`src/rtl/alu_mc_if.sv`:
```
// alu_mc_if: request/response bundle for the multi-cycle ALU.
//   master : drives start, ctrl, num1, num2; observes busy, ans, error, e_message, done
//   slave  : the ALU side of the same signals
interface alu_mc_if #(
    parameter int WIDTH = 32
);
    logic             start;
    logic [3:0]       ctrl;
    logic [WIDTH-1:0] num1;
    logic [WIDTH-1:0] num2;
    logic             busy;
    logic [WIDTH-1:0] ans;
    logic             error;
    logic [1:0]       e_message;
    logic             done;

    modport master (
        output start, ctrl, num1, num2,
        input  busy, ans, error, e_message, done
    );

    modport slave (
        input  start, ctrl, num1, num2,
        output busy, ans, error, e_message, done
    );
endinterface

```
`src/rtl/alu_mc.sv`:
```
// alu_mc: small multi-cycle ALU (LUI, ADDI, ADD, SLL) with error reporting.
// Ports:
//   clk  - single clock, rising edge
//   rst  - asynchronous active-high reset
//   bus  - alu_mc_if.slave: start/ctrl/num1/num2 in; busy/ans/error/e_message/done out
// Single-cycle ops complete with done one cycle after acceptance. SLL by N>0
// shifts one bit per cycle and completes N+1 cycles after acceptance.
//
// state   | meaning
// --------+-----------------------------------------------------------
// S_IDLE  | waiting for start; operands and ctrl sampled on accept
// S_SHIFT | SLL in progress, accumulator shifts once per cycle
// S_DONE  | done pulse; results valid; returns to S_IDLE next cycle
module alu_mc #(
    parameter int WIDTH       = 32,
    parameter int IMM_W       = 16,
    parameter int ALIGN_CHECK = 1
) (
    input logic   clk,
    input logic   rst,
    alu_mc_if.slave bus
);
    localparam int SHW = $clog2(WIDTH);

    localparam logic [3:0] OP_LUI  = 4'b0001;
    localparam logic [3:0] OP_ADDI = 4'b0010;
    localparam logic [3:0] OP_ADD  = 4'b0100;
    localparam logic [3:0] OP_SLL  = 4'b1000;

    typedef enum logic [1:0] {
        S_IDLE,
        S_SHIFT,
        S_DONE
    } state_t;

    state_t           state;
    logic [SHW-1:0]   cnt;
    logic [WIDTH-1:0] acc;

    logic [SHW-1:0]          shamt;
    logic signed [IMM_W-1:0] imm_s;
    logic [WIDTH-1:0]        imm_ext;
    logic [WIDTH-1:0]        sum_add;
    logic [WIDTH-1:0]        sum_addi;
    logic [WIDTH-1:0]        lui_val;
    logic                    ovf_add;
    logic                    ovf_addi;
    logic                    misal;

    always_comb begin
        shamt    = bus.num1[SHW-1:0];
        imm_s    = signed'(bus.num2[IMM_W-1:0]);
        imm_ext  = WIDTH'(imm_s);
        sum_add  = bus.num1 + bus.num2;
        sum_addi = bus.num1 + imm_ext;
        // Shifting the whole operand left drops everything above the immediate field.
        lui_val  = bus.num2 << (WIDTH - IMM_W);
        ovf_add  = (bus.num1[WIDTH-1] == bus.num2[WIDTH-1]) &&
                   (sum_add[WIDTH-1] != bus.num1[WIDTH-1]);
        ovf_addi = (bus.num1[WIDTH-1] == imm_ext[WIDTH-1]) &&
                   (sum_addi[WIDTH-1] != bus.num1[WIDTH-1]);
        misal    = (ALIGN_CHECK != 0) && (sum_addi[1:0] != 2'b00);
    end

    always_ff @(posedge clk or posedge rst) begin
        if (rst) begin
            state         <= S_IDLE;
            cnt           <= '0;
            acc           <= '0;
            bus.ans       <= '0;
            bus.error     <= 1'b0;
            bus.e_message <= 2'd0;
            bus.done      <= 1'b0;
            bus.busy      <= 1'b0;
        end else begin
            case (state)
                S_IDLE: begin
                    if (bus.start) begin
                        bus.busy <= 1'b1;
                        state    <= S_DONE;
                        bus.done <= 1'b1;
                        case (bus.ctrl)
                            OP_LUI: begin
                                bus.ans       <= lui_val;
                                bus.e_message <= 2'd0;
                                bus.error     <= 1'b0;
                            end
                            OP_ADDI: begin
                                bus.ans <= sum_addi;
                                // Overflow outranks misalignment.
                                if (ovf_addi) begin
                                    bus.e_message <= 2'd1;
                                    bus.error     <= 1'b1;
                                end else if (misal) begin
                                    bus.e_message <= 2'd2;
                                    bus.error     <= 1'b1;
                                end else begin
                                    bus.e_message <= 2'd0;
                                    bus.error     <= 1'b0;
                                end
                            end
                            OP_ADD: begin
                                bus.ans       <= sum_add;
                                bus.e_message <= ovf_add ? 2'd1 : 2'd0;
                                bus.error     <= ovf_add;
                            end
                            OP_SLL: begin
                                if (shamt == '0) begin
                                    bus.ans       <= bus.num2;
                                    bus.e_message <= 2'd0;
                                    bus.error     <= 1'b0;
                                end else begin
                                    // Results stay untouched until the last shift.
                                    acc      <= bus.num2;
                                    cnt      <= shamt;
                                    state    <= S_SHIFT;
                                    bus.done <= 1'b0;
                                end
                            end
                            default: begin
                                bus.ans       <= '0;
                                bus.e_message <= 2'd3;
                                bus.error     <= 1'b1;
                            end
                        endcase
                    end
                end
                S_SHIFT: begin
                    acc <= acc << 1;
                    cnt <= cnt - 1'b1;
                    if (cnt == SHW'(1)) begin
                        bus.ans       <= acc << 1;
                        bus.e_message <= 2'd0;
                        bus.error     <= 1'b0;
                        bus.done      <= 1'b1;
                        state         <= S_DONE;
                    end
                end
                S_DONE: begin
                    bus.done <= 1'b0;
                    bus.busy <= 1'b0;
                    state    <= S_IDLE;
                end
                default: begin
                    bus.done <= 1'b0;
                    bus.busy <= 1'b0;
                    state    <= S_IDLE;
                end
            endcase
        end
    end
endmodule

```
`src/flat_wrapper.sv`:
```
// flat-port wrapper written by rule: the top's interface ports become plain ports
module alu_mc_flat 
#(
    parameter int WIDTH       = 32,
    parameter int IMM_W       = 16,
    parameter int ALIGN_CHECK = 1
)
  (clk, rst, bus_start, bus_ctrl, bus_num1, bus_num2, bus_busy, bus_ans, bus_error, bus_e_message, bus_done);
  alu_mc_if #(.WIDTH(WIDTH)) bus_i ();
  input logic clk;
  input logic rst;
  input wire logic [$bits(bus_i.start)-1:0] bus_start;
  input wire logic [$bits(bus_i.ctrl)-1:0] bus_ctrl;
  input wire logic [$bits(bus_i.num1)-1:0] bus_num1;
  input wire logic [$bits(bus_i.num2)-1:0] bus_num2;
  output wire logic [$bits(bus_i.busy)-1:0] bus_busy;
  output wire logic [$bits(bus_i.ans)-1:0] bus_ans;
  output wire logic [$bits(bus_i.error)-1:0] bus_error;
  output wire logic [$bits(bus_i.e_message)-1:0] bus_e_message;
  output wire logic [$bits(bus_i.done)-1:0] bus_done;
  assign bus_i.start = bus_start;
  assign bus_i.ctrl = bus_ctrl;
  assign bus_i.num1 = bus_num1;
  assign bus_i.num2 = bus_num2;
  assign bus_busy = bus_i.busy;
  assign bus_ans = bus_i.ans;
  assign bus_error = bus_i.error;
  assign bus_e_message = bus_i.e_message;
  assign bus_done = bus_i.done;
  alu_mc #(.WIDTH(WIDTH), .IMM_W(IMM_W), .ALIGN_CHECK(ALIGN_CHECK)) u_core (.clk(clk), .rst(rst), .bus(bus_i));
endmodule
```
`config.mk`:
```
export PLATFORM = sky130hd
export DESIGN_NAME = alu_mc_flat
export DESIGN_NICKNAME = d
export VERILOG_FILES = /design/src/rtl/alu_mc_if.sv /design/src/rtl/alu_mc.sv /design/src/flat_wrapper.sv
export SDC_FILE = /design/constraint.sdc
export NUM_CORES = 1
export LEC_CHECK = 0
export BUFFER_PORTS_ARGS = -buffer_cell sky130_fd_sc_hd__buf_2
export CORE_ASPECT_RATIO = 0.75
export CORE_MARGIN = 5
export CORE_UTILIZATION = 54
export CTS_BUF_LIST = sky130_fd_sc_hd__clkbuf_4
export CTS_CLUSTER_DIAMETER = 120
export DETAILED_ROUTE_END_ITERATION = 7
export HOLD_SLACK_MARGIN = 0.08
export PLACE_DENSITY_LB_ADDON = 0.2
export SLEW_MARGIN = 0
export SYNTH_ARGS = -nofsm -noshare
export SYNTH_HDL_FRONTEND = slang
export SYNTH_SLANG_ARGS = --single-unit
export TNS_END_PERCENT = 10
```
`constraint.sdc`:
```
create_clock -name clk -period 1.8 [get_ports clk]
set_input_delay 0.09 -clock clk [delete_from_list [all_inputs] [get_ports clk]]
set_output_delay 0.09 -clock clk [all_outputs]
set_load 0.01 [all_outputs]
```
==> results of run 1 <==
## flip-flops by register name (all words and copies together), names as in the netlist
signal and flops:
u_core.acc 31, u_core.bus.ans 32, u_core.bus.busy 1, u_core.bus.e_message 2, u_core.bus.error 1, u_core.cnt 5
u_core.state 2
## final timing paths
path / end / slack [ns] / startpoint
max: u_core.bus.error$_DFFE_PP0P_ / -0.47 / bus_num1[11]
min: u_core.acc[6]$_DFFE_PP0P_ / 0.09 / bus_num2[6]
max reg2reg: u_core.bus.ans[27]$_DFFE_PP0P_ / -0.08 / u_core.cnt[3]$_DFFE_PP0P_
min reg2reg: u_core.bus.ans[0]$_DFFE_PP0P_ / 0.49 / u_core.bus.ans[0]$_DFFE_PP0P_
max in group asynchronous: u_core.acc[6]$_DFFE_PP0P_ / 0.90 / rst
min in group asynchronous: u_core.bus.busy$_DFFE_PP0P_ / 0.19 / rst
## cell type report
type,count,share of cell area [%]
clock buffer,11,0.8225
clock inverter,5,0.5484
inverter,13,0.5110
multi-input combinational,702,50.01
sequential,74,18.44
tap,166,2.069
timing repair buffer,377,27.59
## metal layers
layer	share of wire, %	routed length, um	global-route usage, %	vias to the layer above
li1	-	-	-	3799
met1	39	10570	46.98	3945
met2	45	12420	57.17	589
met3	12	3295	9.942	124
met4	4.0	1085	13.41	0
met5	0	0	0	-
## power breakdown
group	switching (mW)	internal, mW	leakage (nW)
registers	0.412	2.21	0.867
clock network	0.620	0.451	0.0745
logic	1.93	1.75	3.70
total	2.96	4.41	4.64
## metrics by stage
stage / hold slack, ns / std cells
2_1_floorplan: 0.2285 / 844
3_3_place_gp: 0.1194 / 1302
3_5_place_dp: 0.1240 / 1302
4_1_cts: 0.08006 / 1344
5_1_grt: 0.08168 / 1348
6_report: 0.09087 / 1348
## Yosys cell counts, types with 4 or more instances
library cell    n  area, sq um
a221oi_1        6        52.55
a21oi_1        64        320.3
inv_1          12        45.04
buf_6           4        45.04
o21a_1         12        90.09
nand3_1        20        100.1
ha_1           48        600.6
xnor2_1        27        236.5
o21ai_2         4        35.03
a31oi_1        52        325.3
nor2b_1         4        25.02
xor2_1         17        148.9
nor3_1         12        60.06
clkbuf_8        7        96.34
a22oi_1        12        90.09
a211o_1         6        52.55
o21ai_1        10        50.05
nand2_1       121        454.2
o21ai_0        49        245.2
nand4_1         7        43.79
o21bai_1        9        67.56
a222oi_1        6        60.06
buf_2           8        40.04
or3_1           5        31.28
a21o_1         27        202.7
a22o_1          9        78.83
clkbuf_1       28        105.1
a211oi_1        4        30.03
and2_1          4        25.02
o211ai_1       10        75.07
o31ai_1         6        45.04
dfrtp_1        74         1852
and3_1          5        31.28
nor2_1         80        300.3
## critical path: cells and delay by family
family,cells,cell delay (ns)
fa+ha+maj,1,0.25
mux,1,0.37
compound gates,8,1.43
buf+inv,3,0.43
## cells by family after synthesis
logic type	after synthesis
DFF	74
buffers and inverters	68
AOI/OAI and AO/OA	324
muxes	3
xor gates and xnor gates	44
adders and majority gates	49
and+or+nand+nor	282
## timing repair
item	4_1_cts	5_1_grt
resized for setup	56	35
setup endpoints to repair	29	33
cloned	0	0
endpoints found under the hold margin	72	2
pin swaps	39	29
setup buffers	5	2
hold buffers	21	2
==> results by group, run 1 <==
Floorplanning
  • Placeable core region: 0.01226 sq mm
  • Die height: 106.9 um
  • Width of the die: 139.2 um
  • Total number of placement rows: 35
  • I/O pin total: 108
  • Initial core utilization: 55.11%
  • Area of the die: 0.01488 sq mm

CTS
  • Root Driver: clkbuf_4
  • Clk Latency, worst-skew pair: 0.42 ns
  • H-tree level count: 3
  • TritonCTS Buffers: 9
  • TritonCTS clock tree: built
  • Clock-pin transition on the worst setup and hold timing paths: 0.13 ns
  • CTS Buffer Depth: 2
  • Number of sinks driven by the clock tree: 74

Finish
  • Post-layout util: 81.88%
  • Most used cells in the layout excluding fill and tap cells: 240 x buf_4, 120 x nand2_1, 94 x buf_2, 79 x nor2_1, 74 x dfrtp_1
  • Area grow syn2layout: 48.56%
  • Total non-filler cell area in the finished layout: 0.01004 sq mm
  • Layout cell share with drive strength beyond 1: 39.00%
  • Area occupied by multi-input gates: 0.005021 sq mm
  • Most frequent standard cell in the layout excluding fill and tap cells: buf_4
  • Antenna diodes: 0
  • Fill count: 773
  • Total area of sequential cells: 0.001852 sq mm
  • Final #Nets: 1297

Place
  • Total half-perimeter wirelength after legalization and detailed placement: 20.90 mm
  • Area after detailed placement: 0.009195 sq mm
  • Total of buffers placed on input and output ports: 107
  • Post-Place Worst Slack: -1.065 ns
  • Final weighted congestion in routability-driven placement: 1.005

Route
  • DRT antenna net count: 0
  • Drt first pass iters: 8
  • Number of DRC markers after the initial detailed-route iteration: 1167
  • Routed wirelength normalized by instance count: 20.30 um
  • Total number of vias: 8457
  • Post-DR vias/cell: 6.274
  • Post-detailed-routing wire length: 27.37 mm
  • # DRC: 0

Synth
  • Sequential fraction of the synthesis area: 27.40%
  • Post-Synth Simple-Gate Area: 18.77%
  • Parity-gate share of the synthesized area counting xor and xnor cells: 5.703%
  • Syn Area/Cell: 8.007 sq um
  • Primary flip-flop cell chosen by synthesis mapping: dfrtp_1
  • Count of state elements after synthesis: 74
  • Fraction of synthesis flops using an asynchronous set or reset pin: 100.0%
  • Post-synth EDFFs: 0
  • Summed instance area of the synthesized netlist: 0.006758 sq mm
  • Synth Area in Compound Gates: 32.79%
  • Main combinational cell family by area after synthesis: compound AO/OA/AOI/OAI gates
  • Adder and majority gate portion of the synthesized area: 9.183%
  • Multiplexer area fraction after synthesis: 0.4814%
  • Number of warnings printed during yosys synthesis: 0
  • Nets in the synthesized netlist: 964
  • Distinct cells, synth: 80
  • Gate Count Post-Synth: 844

Worst setup path
  • Critical path arrival: 2.57 ns
  • Startpoint class of the critical path: input pin
  • Worst r2r path cells: 8
  • CP Data Required Time: 2.10 ns
  • Critical Path Slowest Stage Cell: mux2_2
  • Critical setup path kind: in -> reg
  • Cell repeated most along the worst path: buf_4
  • CP Max Fanout: 5
  • Crit end category: flop
  • Delay contributed by the slowest stage of the critical path: 0.37 ns
  • CP Cell Sequence: buf_6 > ha_4 > buf_4 > o21a_1 > o211ai_1 > o21ai_2 > a31oi_4 > o21ai_4 > a311oi_2 > buf_4 > mux2_2 > a21boi_2 > a31oi_1

Timing
  • Max Slew Vio Count: 0
  • Worst max-slew margin expressed relative to the limit: 60.16%
  • Setup violators final: 24
  • Highest Clock Rate: 441.0 MHz
  • Final number of hold-violating endpoints: 0
  • Setup slack of the critical path after layout: -0.4678 ns
  • Tmin final: 2.268 ns
  • Slew @ Worst Pin: 0.5914 ns
  • Summed negative setup slack over all endpoints: -8.039 ns
  • Post-Route Skew: 0.01190 ns
  • Period utilisation layout: 126.0%
  • Setup repair after global routing missed its margin: yes

Global route
  • Global-route wire length before repair: 43.10 mm
  • Number of antenna violations at the first check in global routing: 0
  • Number of global-route vias before repair: 8320
  • All-layer global routing usage: 35.92%
  • GRT Residual Overflow: 0
  • Largest net degree at the start of global routing: 44

Power
  • Total power after layout: 7.368 mW
  • Pwr/cell area: 733.8 mW/mm^2
  • P_leak: 4.640 nW
  • Largest voltage drop on the vdd net: 0.3751 mV

Outcome
  • Violations in the final reports: setup timing
  • Run status: finished, violations left

Hold path
  • Class of the most critical hold timing path: in -> reg
  • WHS Path Cells: 4

Run
  • Number of maximum-capacitance violations: 0
Power figures use the tool's default switching activity.
==> run 2, diff against run 1 <==
--- a/config.mk
+++ b/config.mk
@@ -14,7 +14,8 @@
 export DETAILED_ROUTE_END_ITERATION = 7
 export HOLD_SLACK_MARGIN = 0.08
 export PLACE_DENSITY_LB_ADDON = 0.2
-export SLEW_MARGIN = 0
+export RECOVER_POWER = 25
+export SLEW_MARGIN = 5
 export SYNTH_ARGS = -nofsm -noshare
 export SYNTH_HDL_FRONTEND = slang
 export SYNTH_SLANG_ARGS = --single-unit
==> constraint.sdc (replaced) <==
create_clock -name clk -period 1.8 [get_ports clk]
set_input_delay 0.36 -clock clk [delete_from_list [all_inputs] [get_ports clk]]
set_output_delay 0.36 -clock clk [all_outputs]
set_load 0.01 [all_outputs]
==> run 2 against run 1 <==
Compared with the run above:
- the flow still finishes with violations (setup timing)
- die area stayed put
- critical endpoint is now u_core.bus.ans[19]$_DFFE_PP0P_
- critical path type unchanged
- non-clock buffer count shrank 12
- sequential share of layout area is 0.11 points higher
==> results by group, run 2 (synthesis results as in run 1) <==
Outcome
  • Run status: finished, violations left
  • Violations in the final reports: setup timing

Power
  • Share of total power consumed by net switching: 41.59% (+1.4 points)
  • Share of power burned in registers: 36.1% (+0.5 points)
  • P_leak: 4.625 nW (-0.32%)
  • Internal power summed over all cells: 4.274 mW (-3.0%)
  • Switching pwr: 3.044 mW (+2.8%)
  • Combinational cell fraction of total power: 51.2% (+1.3 points)
  • Pwr/cell area: 733.2 mW/mm^2 (about the same)
  • Part of the total power dissipated in the clock network: 12.7% (-1.8 points)
  • Largest voltage drop on the vdd net: 0.4760 mV (+27%)

Timing
  • Post-Route Skew: 0.02933 ns (+0.01743 ns)
  • Setup slack of the critical path after layout: -0.7373 ns (-0.2696 ns)
  • Worst max-slew margin expressed relative to the limit: 43.56% (-17 points)
  • Tmin final: 2.537 ns (+0.2696 ns)
  • Slew @ Worst Pin: 0.8457 ns (+0.2543 ns)
  • Setup violators final: 28 (+17%)
  • Period utilisation layout: 141.0% (+15 points)
  • Max Slew Vio Count: 0 (unchanged)
  • Final-layout worst hold slack: 0.2865 ns (+0.1956 ns)
  • Setup repair after global routing missed its margin: yes
  • Final number of hold-violating endpoints: 0 (unchanged)
  • Summed negative setup slack over all endpoints: -13.53 ns (-5.495 ns)
  • Highest Clock Rate: 394.1 MHz (-11%)

Global route
  • Number of antenna violations at the first check in global routing: 0 (unchanged)
  • GRT Residual Overflow: 0 (unchanged)
  • Number of global-route vias before repair: 8339 (+0.23%)
  • Largest net degree at the start of global routing: 37 (-16%)
  • Global-route wire length before repair: 43.28 mm (+0.42%)
  • All-layer global routing usage: 36.17% (+0.25 points)

Place
  • Total half-perimeter wirelength after legalization and detailed placement: 21.14 mm (+1.2%)
  • Area after detailed placement: 0.009285 sq mm (+0.98%)
  • Total of buffers placed on input and output ports: 107 (unchanged)
  • Placed Cells: 1304 (+0.15%)
  • Final weighted congestion in routability-driven placement: 1.012 (+0.71%)

Floorplanning
  • Area of the die: 0.01488 sq mm (unchanged)
  • Placeable core region: 0.01226 sq mm (unchanged)
  • Die height: 106.9 um (unchanged)
  • Initial core utilization: 55.11% (unchanged)
  • I/O pin total: 108 (unchanged)
  • Width of the die: 139.2 um (unchanged)
  • Total number of placement rows: 35 (unchanged)

Route
  • Drt first pass iters: 6 (-2)
  • Post-DR vias/cell: 6.410 (+2.2%)
  • DRT antenna net count: 0 (unchanged)
  • Routed wirelength normalized by instance count: 21.01 um (+3.5%)
  • # DRC: 0 (unchanged)
  • Total number of vias: 8577 (+1.4%)
  • Number of DRC markers after the initial detailed-route iteration: 1044 (-11%)
  • Post-detailed-routing wire length: 28.11 mm (+2.7%)

CTS
  • Number of sinks driven by the clock tree: 74 (unchanged)
  • H-tree level count: 3 (unchanged)
  • Root Driver: clkbuf_4
  • Clk Latency, worst-skew pair: 0.47 ns (+0.05 ns)
  • TritonCTS clock tree: built
  • TritonCTS Buffers: 9 (unchanged)
  • CTS Buffer Depth: 2 (unchanged)
  • Clock-pin transition on the worst setup and hold timing paths: 0.15 ns (+0.02 ns)

Worst setup path
  • Startpoint class of the critical path: input pin
  • Critical setup path kind: in -> reg
  • Crit end category: flop
  • Critical path arrival: 2.89 ns (+0.32 ns)
  • CP Data Required Time: 2.15 ns (+0.05 ns)
  • CP Max Fanout: 4 (-1)

Finish
  • Total area of sequential cells: 0.001852 sq mm (unchanged)
  • Layout cell share with drive strength beyond 1: 40.68% (+1.7 points)
  • Largest register FFs: 32 (unchanged)
  • Final #Nets: 1285 (-0.93%)
  • Area grow syn2layout: 47.71%
  • Largest registers ranked by flip-flop count: u_core.bus.ans: 32 flops, u_core.acc: 31 flops, u_core.cnt: 5 flops
  • Post-layout util: 81.41% (-0.47 points)
  • Number of standard cells in the layout, taps in and fillers out: 1338 (-0.74%)
  • Register name with the most flops: u_core.bus.ans
  • Most frequent standard cell in the layout excluding fill and tap cells: buf_4
  • Fill count: 784 (+1.4%)
  • Area occupied by multi-input gates: 0.005071 sq mm (+1.0%)
  • Most used cells in the layout excluding fill and tap cells: 244 x buf_4, 120 x nand2_1, 93 x buf_2, 79 x nor2_1, 74 x dfrtp_1
  • Total non-filler cell area in the finished layout: 0.009982 sq mm (-0.57%)

Hold path
  • Class of the most critical hold timing path: in -> reg

Run
  • Number of maximum-capacitance violations: 0 (unchanged)
[run 2: cell type report]
| cell class | count | area share, % |
|---|---|---|
| Antenna cell | 2 | 0.05014 |
| Clock buffer | 10 | 0.7521 |
| Clock inverter | 6 | 0.3384 |
| Inverter | 13 | 0.5641 |
| Multi-Input combinational cell | 702 | 50.80 |
| Sequential cell | 74 | 18.55 |
| Tap cell | 166 | 2.081 |
| Timing Repair Buffer | 365 | 26.86 |
[run 2: worst paths after layout]
| check | from | end | slack, ns | cells after the start |
|---|---|---|---|---|
| setup reg to reg | u_core.cnt[1]$_DFFE_PP0P_ | u_core.bus.ans[20]$_DFFE_PP0P_ | -0.09 | 9 |
| setup / recovery | bus_num2[10] | u_core.bus.ans[19]$_DFFE_PP0P_ | -0.74 | 12 |
| hold / removal | bus_num2[24] | u_core.acc[24]$_DFFE_PP0P_ | 0.29 | 4 |
| hold reg to reg | u_core.bus.ans[4]$_DFFE_PP0P_ | u_core.bus.ans[4]$_DFFE_PP0P_ | 0.49 | 2 |
| min in group asynchronous | rst | u_core.bus.ans[26]$_DFFE_PP0P_ | 0.58 | 3 |
| max in group asynchronous | rst | u_core.bus.ans[21]$_DFFE_PP0P_ | 0.19 | 4 |
[run 2: worst max-delay path, cell delays in order]
cell and delay [ns]:
buf_8 0.10, ha_4 0.28, nand2_4 0.06, or3_4 0.39
a211o_1 0.36, buf_4 0.19, a21oi_4 0.22, o31ai_2 0.14
a211oi_2 0.27, xnor2_2 0.18, o221a_1 0.28, o21ai_2 0.06
[run 2: repair_timing]
action / 4_1_cts / 5_1_grt
hold buffers: 1 / 0
endpoints found under the hold margin: 19 / 0
setup buffers: 14 / 1
gates resized for setup: 68 / 37
pin swaps: 56 / 25
setup endpoints to repair: 35 / 49
[run 2: power groups by stage]
| stage | clock network, mW | registers (mW) | logic [mW] |
|---|---|---|---|
| after floorplan | 0 | 2.60 | 1.83 |
| after global placement | 0 | 2.59 | 3.22 |
| after detailed placement | 0 | 2.64 | 3.36 |
| after CTS | 0.915 | 2.60 | 3.54 |
| after global routing | 1.00 | 2.70 | 4.03 |
| final | 0.930 | 2.64 | 3.75 |
[run 2: metal layers]
metal	wire length, um	vias to the layer above	GRT usage (%)
met1	10990	4062	46.83
met4	1188	0	12.64
li1	-	3794	-
met5	0	-	0
met2	12750	586	59.70
met3	3184	135	8.560
[run 2: stage by stage]
stage          setup WS (ns)  power, mW
6_report             -0.7373      7.318
5_1_grt              -0.8212      7.729
4_1_cts              -0.6323      7.060
3_5_place_dp          -1.225      5.996
3_3_place_gp          -1.138      5.807
2_1_floorplan        -0.7632      4.430
==> run 3, diff against run 2 <==
--- a/config.mk
+++ b/config.mk
@@ -15,6 +15,7 @@
 export HOLD_SLACK_MARGIN = 0.08
 export PLACE_DENSITY_LB_ADDON = 0.2
 export RECOVER_POWER = 25
+export SKIP_LAST_GASP = 1
 export SLEW_MARGIN = 5
 export SYNTH_ARGS = -nofsm -noshare
 export SYNTH_HDL_FRONTEND = slang
==> run 3 against run 2 <==
Compared with the run above:
- the run still ends with setup timing left
- non-clock buffer count rose by 6
- first-iteration DRC count down 7.4%
- hold slack got worse by 0.0066 ns
- via count about the same
==> results by group, run 3 (synthesis results as in run 1) <==
Outcome
  • Run status: finished, violations left
  • Violations in the final reports: setup timing

Timing
  • Setup violators final: 35 (+25%)
  • Tmin final: 2.523 ns (-0.01440 ns)
  • Post-Route Skew: 0.02956 ns (+0.0002336 ns)
  • Final number of hold-violating endpoints: 0 (unchanged)
  • Setup slack of the critical path after layout: -0.7229 ns (+0.01440 ns)
  • Highest Clock Rate: 396.4 MHz (+0.57%)
  • Worst max-slew margin expressed relative to the limit: 43.15% (-0.41 points)
  • Max Slew Vio Count: 0 (unchanged)
  • Period utilisation layout: 140.2% (-0.80 points)
  • Slew @ Worst Pin: 0.8518 ns (+0.006101 ns)
  • Setup repair after global routing missed its margin: yes

Finish
  • Area grow syn2layout: 45.71%
  • Register name with the most flops: u_core.bus.ans
  • Number of standard cells in the layout, taps in and fillers out: 1343 (+0.37%)
  • Layout cell share with drive strength beyond 1: 39.46% (-1.2 points)
  • Largest registers ranked by flip-flop count: u_core.bus.ans: 32 flops, u_core.acc: 31 flops, u_core.cnt: 5 flops
  • Final #Nets: 1291 (+0.47%)
  • Total non-filler cell area in the finished layout: 0.009847 sq mm (-1.4%)
  • Most frequent standard cell in the layout excluding fill and tap cells: buf_4
  • Most used cells in the layout excluding fill and tap cells: 254 x buf_4, 120 x nand2_1, 96 x buf_2, 79 x nor2_1, 74 x dfrtp_1
  • Largest register FFs: 32 (unchanged)
  • Fill count: 826 (+5.4%)

CTS
  • Root Driver: clkbuf_4
  • TritonCTS clock tree: built
  • Number of sinks driven by the clock tree: 74 (unchanged)
  • Clk Latency, worst-skew pair: 0.47 ns (about the same)
  • TritonCTS Buffers: 9 (unchanged)
  • H-tree level count: 3 (unchanged)
  • Clock-pin transition on the worst setup and hold timing paths: 0.15 ns (about the same)
  • CTS Buffer Depth: 2 (unchanged)

Floorplanning
  • Width of the die: 139.2 um (unchanged)
  • Total number of placement rows: 35 (unchanged)
  • Area of the die: 0.01488 sq mm (unchanged)
  • I/O pin total: 108 (unchanged)
  • Initial core utilization: 55.11% (unchanged)
  • Placeable core region: 0.01226 sq mm (unchanged)
  • Die height: 106.9 um (unchanged)

Global route
  • Number of antenna violations at the first check in global routing: 0 (unchanged)
  • All-layer global routing usage: 35.86% (-0.31 points)
  • GRT Residual Overflow: 0 (unchanged)
  • Number of global-route vias before repair: 8315 (-0.29%)
  • Largest net degree at the start of global routing: 37 (unchanged)
  • Global-route wire length before repair: 42.95 mm (-0.78%)

Power
  • Combinational cell fraction of total power: 50.7% (-0.5 points)
  • P_leak: 4.604 nW (-0.44%)
  • Total power after layout: 7.246 mW (-1.0%)
  • Share of power burned in registers: 36.5% (+0.4 points)
  • Part of the total power dissipated in the clock network: 12.8% (about the same)
  • Switching pwr: 3.003 mW (-1.3%)
  • Largest voltage drop on the vdd net: 0.5095 mV (+7.0%)
  • Internal power summed over all cells: 4.242 mW (-0.75%)
  • Pwr/cell area: 735.8 mW/mm^2 (+0.36%)
  • Share of total power consumed by net switching: 41.45% (-0.14 points)

Route
  • Number of DRC markers after the initial detailed-route iteration: 967 (-7.4%)
  • Routed wirelength normalized by instance count: 20.90 um (-0.51%)
  • Total number of vias: 8580 (+0.035%)
  • Drt first pass iters: 8 (+2)
  • # DRC: 0 (unchanged)
  • Post-DR vias/cell: 6.389 (-0.34%)
  • Post-detailed-routing wire length: 28.07 mm (-0.14%)
  • DRT antenna net count: 0 (unchanged)

Worst setup path
  • CP Max Fanout: 4 (unchanged)
  • Critical setup path kind: in -> reg
  • Worst r2r path cells: 9 (unchanged)
  • CP Data Required Time: 2.15 ns (about the same)
  • Crit end category: flop
  • Critical path arrival: 2.87 ns (-0.02 ns)
  • Startpoint class of the critical path: input pin

Place
  • Total half-perimeter wirelength after legalization and detailed placement: 21.14 mm (unchanged)
  • Total of buffers placed on input and output ports: 107 (unchanged)
  • Placed Cells: 1304 (unchanged)
  • Final weighted congestion in routability-driven placement: 1.012 (unchanged)
  • Area after detailed placement: 0.009285 sq mm (unchanged)

Run
  • Number of maximum-capacitance violations: 0 (unchanged)

Hold path
  • Class of the most critical hold timing path: in -> reg
  • WHS Path Cells: 4 (unchanged)
[run 3: cell types whose count changed in the layout (fill, tap and decap cells not counted), sizes merged]
cell   change
diode      -1
buf        +6
[run 3: worst paths after layout]
path | startpoint | endpoint | slack (ns)
min in group asynchronous | rst | u_core.bus.error$_DFFE_PP0P_ | 0.58
min | bus_num2[28] | u_core.acc[28]$_DFFE_PP0P_ | 0.28
max reg2reg | u_core.cnt[0]$_DFFE_PP0P_ | u_core.bus.error$_DFFE_PP0P_ | -0.14
max in group asynchronous | rst | u_core.bus.ans[21]$_DFFE_PP0P_ | 0.19
max | bus_num2[11] | u_core.bus.ans[19]$_DFFE_PP0P_ | -0.72
min reg2reg | u_core.bus.ans[4]$_DFFE_PP0P_ | u_core.bus.ans[4]$_DFFE_PP0P_ | 0.49
[run 3: per-layer routing]
metal  track usage (%)  routed length (um)
met3             8.159                3294
met4             12.64                1137
met1             46.89               10880
met2             58.80               12760
met5                 0                   0
[run 3: per-stage QoR]
stage	worst slack, ns	hold slack [ns]	setup TNS, ns	util (%)
6_report	-0.7229	0.2799	-16.59	80.31
5_1_grt	-0.9036	0.2880	-20.21	80.29
4_1_cts	-0.6323	0.2657	-14.38	79.30
3_5_place_dp	-1.225	0.4244	-43.48	75.72
3_3_place_gp	-1.138	0.4168	-40.00	75.72
2_1_floorplan	-0.7632	0.4985	-60.92	-
[run 3: power by group through the flow]
stage	registers (mW)	logic, mW	clock network [mW]
6_report	2.64	3.68	0.928
5_1_grt	2.69	3.96	0.994
4_1_cts	2.60	3.49	0.915
3_5_place_dp	2.64	3.36	0
3_3_place_gp	2.59	3.22	0
2_1_floorplan	2.60	1.83	0
[run 3: layout make-up]
cell class / instances / area (sq um) / share of cell area [%]
Antenna cell: 1 / 2.502 / 0.02541
Clock buffer: 10 / 75.07 / 0.7624
Clock inverter: 6 / 33.78 / 0.3431
Inverter: 13 / 48.80 / 0.4956
Multi-Input combinational cell: 702 / 4938 / 50.15
Sequential cell: 74 / 1852 / 18.81
Tap cell: 166 / 207.7 / 2.109
Timing Repair Buffer: 371 / 2689 / 27.31
[run 3: what timing repair did]
item                                   4_1_cts  5_1_grt
buffers inserted                            14        7
setup endpoints to repair                   35       36
pin swaps                                   37       18
endpoints found under the hold margin       19        0
resized for setup                           40       19
hold buffers                                 1        0
[run 3: critical path, stage by stage]
cell and delay [ns]:
buf_6 0.10, ha_4 0.28, nand2_4 0.06, or3_4 0.40, a211o_1 0.36, buf_4 0.18, a21oi_4 0.19, o31ai_2 0.13
a211oi_2 0.27, xnor2_2 0.19, o221a_1 0.29, o21ai_2 0.06
